==> config.mk <==
export PLATFORM = sky130hd
export DESIGN_NAME = huffman_tree_ctrl
export DESIGN_NICKNAME = d
export VERILOG_FILES = /design/src/rtl/huffman_tree_ctrl.sv
export SDC_FILE = /design/constraint.sdc
export NUM_CORES = 1
export LEC_CHECK = 0
export CAP_MARGIN = 20
export CELL_PAD_IN_SITES_DETAIL_PLACEMENT = 0
export CELL_PAD_IN_SITES_GLOBAL_PLACEMENT = 1
export CORE_UTILIZATION = 29
export DETAILED_ROUTE_END_ITERATION = 16
export GPL_TIMING_DRIVEN = 0
export PLACE_DENSITY = 0.52
export RECOVER_POWER = 25
export SYNTH_ARGS = -nofsm -noshare
export SYNTH_HDL_FRONTEND = slang
export SYNTH_SLANG_ARGS = --single-unit
==> constraint.sdc <==
create_clock -name clk -period 21.1 [get_ports clk]
set_clock_uncertainty 0.1 [all_clocks]
set_input_delay 4.22 -clock clk [delete_from_list [all_inputs] [get_ports clk]]
set_output_delay 4.22 -clock clk [all_outputs]
set_load 0.02 [all_outputs]
==> src/rtl/huffman_tree_ctrl.sv <==
// huffman_tree_ctrl: serial 8-symbol Huffman tree builder driving an external sort stage.
// Ports: clk/rst, in_valid/in_weight, sort_char_o/sort_weight_o/sort_char_i, out_valid/out_char/out_len/out_code.
module huffman_tree_ctrl (
    input  logic        clk,
    input  logic        rst,
    input  logic        in_valid,
    input  logic [4:0]  in_weight,
    output logic [31:0] sort_char_o,
    output logic [39:0] sort_weight_o,
    input  logic [31:0] sort_char_i,
    output logic        out_valid,
    output logic [3:0]  out_char,
    output logic [2:0]  out_len,
    output logic [6:0]  out_code
);
    typedef enum logic [1:0] {S_IDLE, S_LOAD, S_MERGE, S_OUT} state_t;

    state_t      state_q, state_d;
    logic [2:0]  cnt_q, cnt_d;
    logic [4:0]  weight_q [16];
    logic [4:0]  weight_d [16];
    logic [7:0]  mask_q [16];
    logic [7:0]  mask_d [16];
    logic [6:0]  code_q [8];
    logic [6:0]  code_d [8];
    logic [2:0]  len_q [8];
    logic [2:0]  len_d [8];
    logic [31:0] sch_q, sch_d;
    logic [39:0] swt_q, swt_d;
    logic        ov_q, ov_d;
    logic [3:0]  och_q, och_d;
    logic [2:0]  olen_q, olen_d;
    logic [6:0]  ocode_q, ocode_d;

    // Merge-round helpers: a/b are the two smallest nodes returned by the sort stage.
    logic [3:0]  id_a, id_b, new_id, n_live;
    logic [4:0]  w_a, w_b, w_new;
    logic [5:0]  w_sum;
    logic [7:0]  m_a, m_b;
    logic [39:0] sci_ext;

    assign id_a    = sort_char_i[3:0];
    assign id_b    = sort_char_i[7:4];
    assign w_a     = (id_a == 4'hF) ? 5'd31 : weight_q[id_a];
    assign w_b     = (id_b == 4'hF) ? 5'd31 : weight_q[id_b];
    assign m_a     = mask_q[id_a];
    assign m_b     = mask_q[id_b];
    assign w_sum   = {1'b0, w_a} + {1'b0, w_b};
    assign w_new   = w_sum[5] ? 5'd31 : w_sum[4:0];
    assign new_id  = 4'd8 + {1'b0, cnt_q};
    assign n_live  = 4'd8 - {1'b0, cnt_q};
    // Padding-extended so slot j+2 is always in range.
    assign sci_ext = {8'hFF, sort_char_i};

    assign sort_char_o   = sch_q;
    assign sort_weight_o = swt_q;
    assign out_valid     = ov_q;
    assign out_char      = och_q;
    assign out_len       = olen_q;
    assign out_code      = ocode_q;

    always_comb begin
        state_d  = state_q;
        cnt_d    = cnt_q;
        weight_d = weight_q;
        mask_d   = mask_q;
        code_d   = code_q;
        len_d    = len_q;
        sch_d    = sch_q;
        swt_d    = swt_q;
        ov_d     = 1'b0;
        och_d    = 4'd0;
        olen_d   = 3'd0;
        ocode_d  = 7'd0;
        unique case (state_q)
            S_IDLE: begin
                if (in_valid) begin
                    weight_d[0] = in_weight;
                    for (int i = 0; i < 16; i++) begin
                        mask_d[i] = (i < 8) ? (8'b1 << i) : 8'd0;
                    end
                    for (int i = 0; i < 8; i++) begin
                        code_d[i] = 7'd0;
                        len_d[i]  = 3'd0;
                    end
                    cnt_d   = 3'd1;
                    state_d = S_LOAD;
                end
            end
            S_LOAD: begin
                if (in_valid) begin
                    weight_d[{1'b0, cnt_q}] = in_weight;
                    if (cnt_q == 3'd7) begin
                        sch_d   = 32'h7654_3210;
                        swt_d   = {in_weight, weight_q[6], weight_q[5],
                                   weight_q[4], weight_q[3], weight_q[2],
                                   weight_q[1], weight_q[0]};
                        cnt_d   = 3'd0;
                        state_d = S_MERGE;
                    end else begin
                        cnt_d = cnt_q + 3'd1;
                    end
                end
            end
            S_MERGE: begin
                weight_d[new_id] = w_new;
                mask_d[new_id]   = m_a | m_b;
                for (int l = 0; l < 8; l++) begin
                    // New bit lands above the existing bits: it is nearer the root.
                    if (m_a[l]) begin
                        code_d[l][len_q[l]] = 1'b0;
                        len_d[l]            = len_q[l] + 3'd1;
                    end
                    if (m_b[l]) begin
                        code_d[l][len_q[l]] = 1'b1;
                        len_d[l]            = len_q[l] + 3'd1;
                    end
                end
                for (int j = 0; j < 8; j++) begin
                    if (j + 2 < int'(n_live)) begin
                        sch_d[4*j +: 4] = sci_ext[4*(j+2) +: 4];
                        swt_d[5*j +: 5] = (sci_ext[4*(j+2) +: 4] == 4'hF) ? 5'd31
                                        : weight_q[sci_ext[4*(j+2) +: 4]];
                    end else if (j + 2 == int'(n_live)) begin
                        sch_d[4*j +: 4] = new_id;
                        swt_d[5*j +: 5] = w_new;
                    end else begin
                        sch_d[4*j +: 4] = 4'hF;
                        swt_d[5*j +: 5] = 5'd31;
                    end
                end
                if (cnt_q == 3'd6) begin
                    ov_d    = 1'b1;
                    och_d   = 4'd0;
                    olen_d  = len_d[0];
                    ocode_d = code_d[0];
                    cnt_d   = 3'd0;
                    state_d = S_OUT;
                end else begin
                    cnt_d = cnt_q + 3'd1;
                end
            end
            S_OUT: begin
                if (cnt_q == 3'd7) begin
                    cnt_d   = 3'd0;
                    state_d = S_IDLE;
                end else begin
                    ov_d    = 1'b1;
                    och_d   = {1'b0, cnt_q + 3'd1};
                    olen_d  = len_q[cnt_q + 3'd1];
                    ocode_d = code_q[cnt_q + 3'd1];
                    cnt_d   = cnt_q + 3'd1;
                end
            end
            default: state_d = S_IDLE;
        endcase
    end

    always_ff @(posedge clk or posedge rst) begin
        if (rst) begin
            state_q <= S_IDLE;
            cnt_q   <= 3'd0;
            for (int i = 0; i < 16; i++) begin
                weight_q[i] <= 5'd0;
                mask_q[i]   <= 8'd0;
            end
            for (int i = 0; i < 8; i++) begin
                code_q[i] <= 7'd0;
                len_q[i]  <= 3'd0;
            end
            sch_q   <= '1;
            swt_q   <= '1;
            ov_q    <= 1'b0;
            och_q   <= 4'd0;
            olen_q  <= 3'd0;
            ocode_q <= 7'd0;
        end else begin
            state_q  <= state_d;
            cnt_q    <= cnt_d;
            weight_q <= weight_d;
            mask_q   <= mask_d;
            code_q   <= code_d;
            len_q    <= len_d;
            sch_q    <= sch_d;
            swt_q    <= swt_d;
            ov_q     <= ov_d;
            och_q    <= och_d;
            olen_q   <= olen_d;
            ocode_q  <= ocode_d;
        end
    end
endmodule
# Yosys cells after proc, flatten, opt, wreduce, memory -nomap -nowiden
# Cells that the tools add are included.
op_classes:
  add_sub_neg: 12
  n_lt_le_gt_ge: 37
  eq_ne: 33
  n_mux: 180
  n_bitwise: 36
  reduce_logical: 27
op_table:
  columns: ["op", "n"]
  rows:
  - ["128-bit one-hot mux with 2 select lines", 1]
  - ["5-bit 2-to-1 mux", 44]
  - ["7-bit 2-to-1 mux", 28]
  - ["5-bit binary-select mux with 4-bit select", 8]
  - ["80-bit bitwise mux", 2]
  - ["75-bit one-hot mux with 2 select lines", 1]
  - ["128-bit bitwise mux", 1]
  - ["128-bit 2-to-1 mux", 1]
  - ["56-bit one-hot mux with 2 select lines", 1]
  - ["40-bit 2-to-1 mux", 2]
  - ["80-bit 2-to-1 mux", 1]
  - ["40-bit one-hot mux with 2 select lines", 1]
  - ["3-bit 2-to-1 mux", 26]
  - ["8-bit binary-select mux with 4-bit select", 2]
  - ["32-bit 2-to-1 mux", 2]
  - ["4-bit 2-to-1 mux", 16]
  - ["32-bit one-hot mux with 2 select lines", 1]
  - ["7-bit bitwise AND", 8]
  - ["56-bit 2-to-1 mux", 1]
  - ["7-bit inverter", 8]
  - ["7-bit bitwise OR", 8]
  - ["5-bit greater-or-equal comparator, second input constant", 10]
  - ["24-bit one-hot mux with 2 select lines", 1]
  - ["4-bit inverter with 5-bit output", 9]
  - ["other kinds (44)", 142]
totals:
  regBits: 380
  inputBits: 40
  word_cells: 381

# Logic depth before layout (Yosys ltp)
depth:
  depth_word: 12
  depth_mapped: 16
  ltp_nobuf: 13

# Worst setup path before layout
# No wires, ideal clock.
synth_timing:
  path_kind: "input -> register"
  start: "in sort_char_i[4]"
  end: "reg swt_q[1] (netlist: sort_weight_o[1])"
  setup_ns: 0.088
  arrival_ns: 7.389
  required_ns: 20.912
  setup_slack_ns: 13.522
  path_stages: 13
  n_path_buf: 3
  cell_sequence: "buf_4 -> buf_4 -> buf_1 -> mux4_2 -> mux2_2 -> o21a_1 -> ha_1 -> a21o_1 -> a21oi_1 -> o21bai_1 -> a211o_1 -> o221ai_1 -> o21ai_0"
synth_via:
  elab_chain_cells: 10
  elab_cells_between_ends: 11
  classes_between: "1 x add/sub; 1 x eq/ne; 8 x mux; 1 x bitwise"
synth_rtl:
  columns: ["item", "line_no", "source"]
  rows:
  - ["start: declaration", "10", "input logic [31:0] sort_char_i,"]
  - ["4-bit inverter with 5-bit output (not written as such)", "45", "assign w_b = (id_b == 4'hF) ? 5'd31 : weight_q[id_b];"]
  - ["5-bit binary-select mux with 4-bit select", "45", null]
  - ["5-bit 2-to-1 mux (not written as such) (2 in series)", "45", null]
  - ["5-bit 2-to-1 mux (*)", "45", null]
  - ["5-bit by 5-bit adder with 6-bit output (*)", "48", "assign w_sum = {1'b0, w_a} + {1'b0, w_b};"]
  - ["5-bit 2-to-1 mux (*)", "49", "assign w_new = w_sum[5] ? 5'd31 : w_sum[4:0];"]
  - ["5-bit 2-to-1 mux (*)", "124", "end else if (j + 2 == int'(n_live)) begin"]
  - ["5-bit 2-to-1 mux (*)", "120", "if (j + 2 < int'(n_live)) begin"]
  - ["40-bit one-hot mux with 2 select lines (*)", "75", "unique case (state_q)"]
  - ["end signal: assignment", "185", "swt_q <= swt_d;"]
  - ["end: declaration", "29", "logic [39:0] swt_q, swt_d;"]
# Every way passes the cells marked *; elsewhere a longest branch is shown, timed or not. The select of a mux whose other input is x is not followed.
# A chain may end at the register's enable or synchronous reset.

==> results.toml <==
[outcome]
status = "complete, but fails checks"
violations = "max-capacitance violations, max-slew violations"

[cts]
clockBufferDepth = 3
cts_tree = "yes"
cts_setup_buffers = 0
cts_sinks = 315
cts_root_buffer = "clkbuf_16"
post_cts_resized = 0
holdBufCountCts = 0
cts_buffers = 40
clock_latency_ns = 0.59
cts-htree-levels = 2
clk_pin_slew_ns = 0.06

[detailed_routing]
routed_via_density = 5.98
vias = 18573
drc = 0
drt_wl_total_um = 97200
dr.pass1.iters = 5
drtAntennaViolNets = 0
drtIter0Drc = 2172
route.detailed.wl_per_inst_um = 31.3

[yosys]
ys_top_cells_by_area = "dfrtp_1 29%, mux4_2 19%, dfstp_2 8.9%"
synth_edf_count = 0
synthCells = 1964
synth_seq_cells = 315
synthDominantCellAreaShare_pct = 29.2
synth_area_mm2 = 0.0209
syn_area_per_cell_um2 = 10.6
async_flop_share_pct = 100
synthMostInstantiatedCell = "nand2_1"
synth_commonest_cells = "260 x nand2_1, 244 x dfrtp_1, 230 x o21ai_0"
synth_top_cell_by_area = "dfrtp_1"
ys_seq_area_share_pct = 38.2
syn_nets = 2031
ys_types = 83
ys_warn_count = 0
ys.flop_type = "dfrtp_1"

[timing]
slew_headroom_pct = -301
period_minus_slack_ns = 12.77
final.setup.tns_ns = 0
rsz0062_at_grt = "false"
hold_viol = 0
fmax_ghz = 0.0783
setup_viol = 0
maxSlewViolCount = 204
fin_hold_ws_ns = 0.351
finalCritPeriodShare_pct = 60.5
worstMarginPinSlew_ns = 6.01

[global_routing]
grt_pass1_vias = 18430
antenna_found_initial = 5
grt_util_all_layers_pct = 26.4
gr-total-overflow = 0
grt_pass1_wl_um = 139000
grt_max_degree = 116

[final_layout]
area_growth_pct = 18.2
finalNetCount = 2192
layout-drive-gt1-share_pct = 21.7
nFillCells = 7277

[worst_setup_path]
critical_path.top_delay_family = "buffers and inverters"
endpoint_kind = "async pin"
worstSetupPathType = "input pin to async pin"
crit_fanout = 103
cp_num_buf_inv = 3
start_kind = "input pin"
worstPathRequired_ns = 20.22
slowest_stage = "clkbuf_1"
path_cells = "dlygate4sd3_1, clkinvlp_2, clkbuf_1"
slowest_delay_ns = 4.24
crit_arrival_ns = 11.89

[floorplanning]
coreArea_mm2 = 0.0714
die-area_mm2 = 0.0731
die_width_um = 270
initial_core_util_pct = 29.3
ioPinCount = 127
num_rows = 98
die_h_um = 270

[run]
drv_cap = 2

[hold_path]
holdCritPathClass = "flip-flop to flip-flop"

[place]
numPortBuffers = 111
place.gp.congestion = 0.948
dp_hpwl_um = 71200

[power]
total_leakage_power_nw = 9.66
irDropWorstVdd_mv = 0.0627
pwr_density_cell_mw_per_mm2 = 137
==> per-layer routing <==
layer / vias to the layer above / wire (um) / global-route usage [%]
met5: - / 0 / 0
met4: 0 / 3500 / 8.98
met3: 184 / 8520 / 6.80
met2: 889 / 42700 / 39.7
met1: 9609 / 42400 / 36.6
li1: 7891 / - / -
==> worst min-delay path: cells and delay by family (launching register included) <==
kind          cells  cell delay (ns)
flops             1             0.36
simple gates      2             0.08
==> registers in the layout, indices dropped and copies added (netlist names), 7 cells and up <==
register       cells
len_q             24
code_q            56
sort_char_o       31
mask_q            65
out_code           7
sort_weight_o     40
weight_q          80
==> placed cells by master (no fill, tap or decap), types with 22 or more instances in the layout <==
master and count:
clkbuf_1 90, mux2_2 64, dfrtp_1 244, nand2b_1 41, o221ai_1 33, ha_1 26
o211ai_1 33, inv_1 23, o311ai_0 23, o22ai_1 38, nor2_1 93, o21ai_0 230
nand2_1 260, clkbuf_16 41, buf_2 41, mux4_2 178, nor2b_1 22, a21oi_1 76
clkdlybuf4s50_1 110, nand3_1 31, mux2i_1 74, or3_1 29, dfstp_2 71
==> path summary, 6_finish.rpt <==
path                       slack, ns                       endpoint                     startpoint  cells after the start
setup / recovery                8.33         state_q[0]$_DFFE_PP0P_                            rst                      3
hold / removal                  0.35  sort_weight_o[36]$_DFFE_PP1P_  sort_weight_o[36]$_DFFE_PP1P_                      2
setup reg to reg               16.73  sort_weight_o[34]$_DFFE_PP1P_       weight_q[75]$_DFFE_PP0P_                     11
hold reg to reg                 0.35  sort_weight_o[36]$_DFFE_PP1P_  sort_weight_o[36]$_DFFE_PP1P_                      2
max in group clk               12.84  sort_weight_o[34]$_DFFE_PP1P_                 sort_char_i[5]                     15
min in group asynchronous       5.44         mask_q[44]$_DFFE_PP0P_                            rst                      2
==> power by group <==
part	internal (mW)	switching [mW]	leakage (nW)
registers	0.782	0.346	4.07
logic	0.557	0.947	4.90
clock network	0.459	0.297	0.694
total	1.80	1.59	9.66
==> final cells by class <==
type,count,area (um2),share of cell area (%)
multi-input combinational,1467,12100,49.0
sequential,315,7970,32.3
timing repair buffer,119,1190,4.83
tap,950,1190,4.82
clock buffer,55,1120,4.53
buffer,155,722,2.93
clock inverter,19,289,1.17
inverter,27,103,0.416
antenna,1,2.50,0.0101
==> cell families (layout without fill, tap and decap cells) <==
group,count (synthesis),count (layout),synth area share [%]
compound gates,573,573,17.6
other cells,1,2,0.0180
flops,315,315,38.2
simple gates,547,547,12.2
buf+inv,182,375,3.95
fa+ha+maj,27,27,1.65
mux,317,317,26.3
xor+xnor,2,2,0.0839
==> per-stage QoR <==
stage	area [um2]	total power, mW	setup slack (ns)	instances	utilization (%)
after global placement	23200	2.59	3.34	3025	32.5
final	24700	3.39	8.33	3108	34.6
after global routing	24700	3.53	6.65	3107	34.6
after detailed placement	23300	2.60	12.45	3033	32.7
after floorplan	20900	1.83	8.18	1964	-
after CTS	24700	3.37	13.03	3107	34.6
Note: power is estimated with default switching activity, not from simulation.
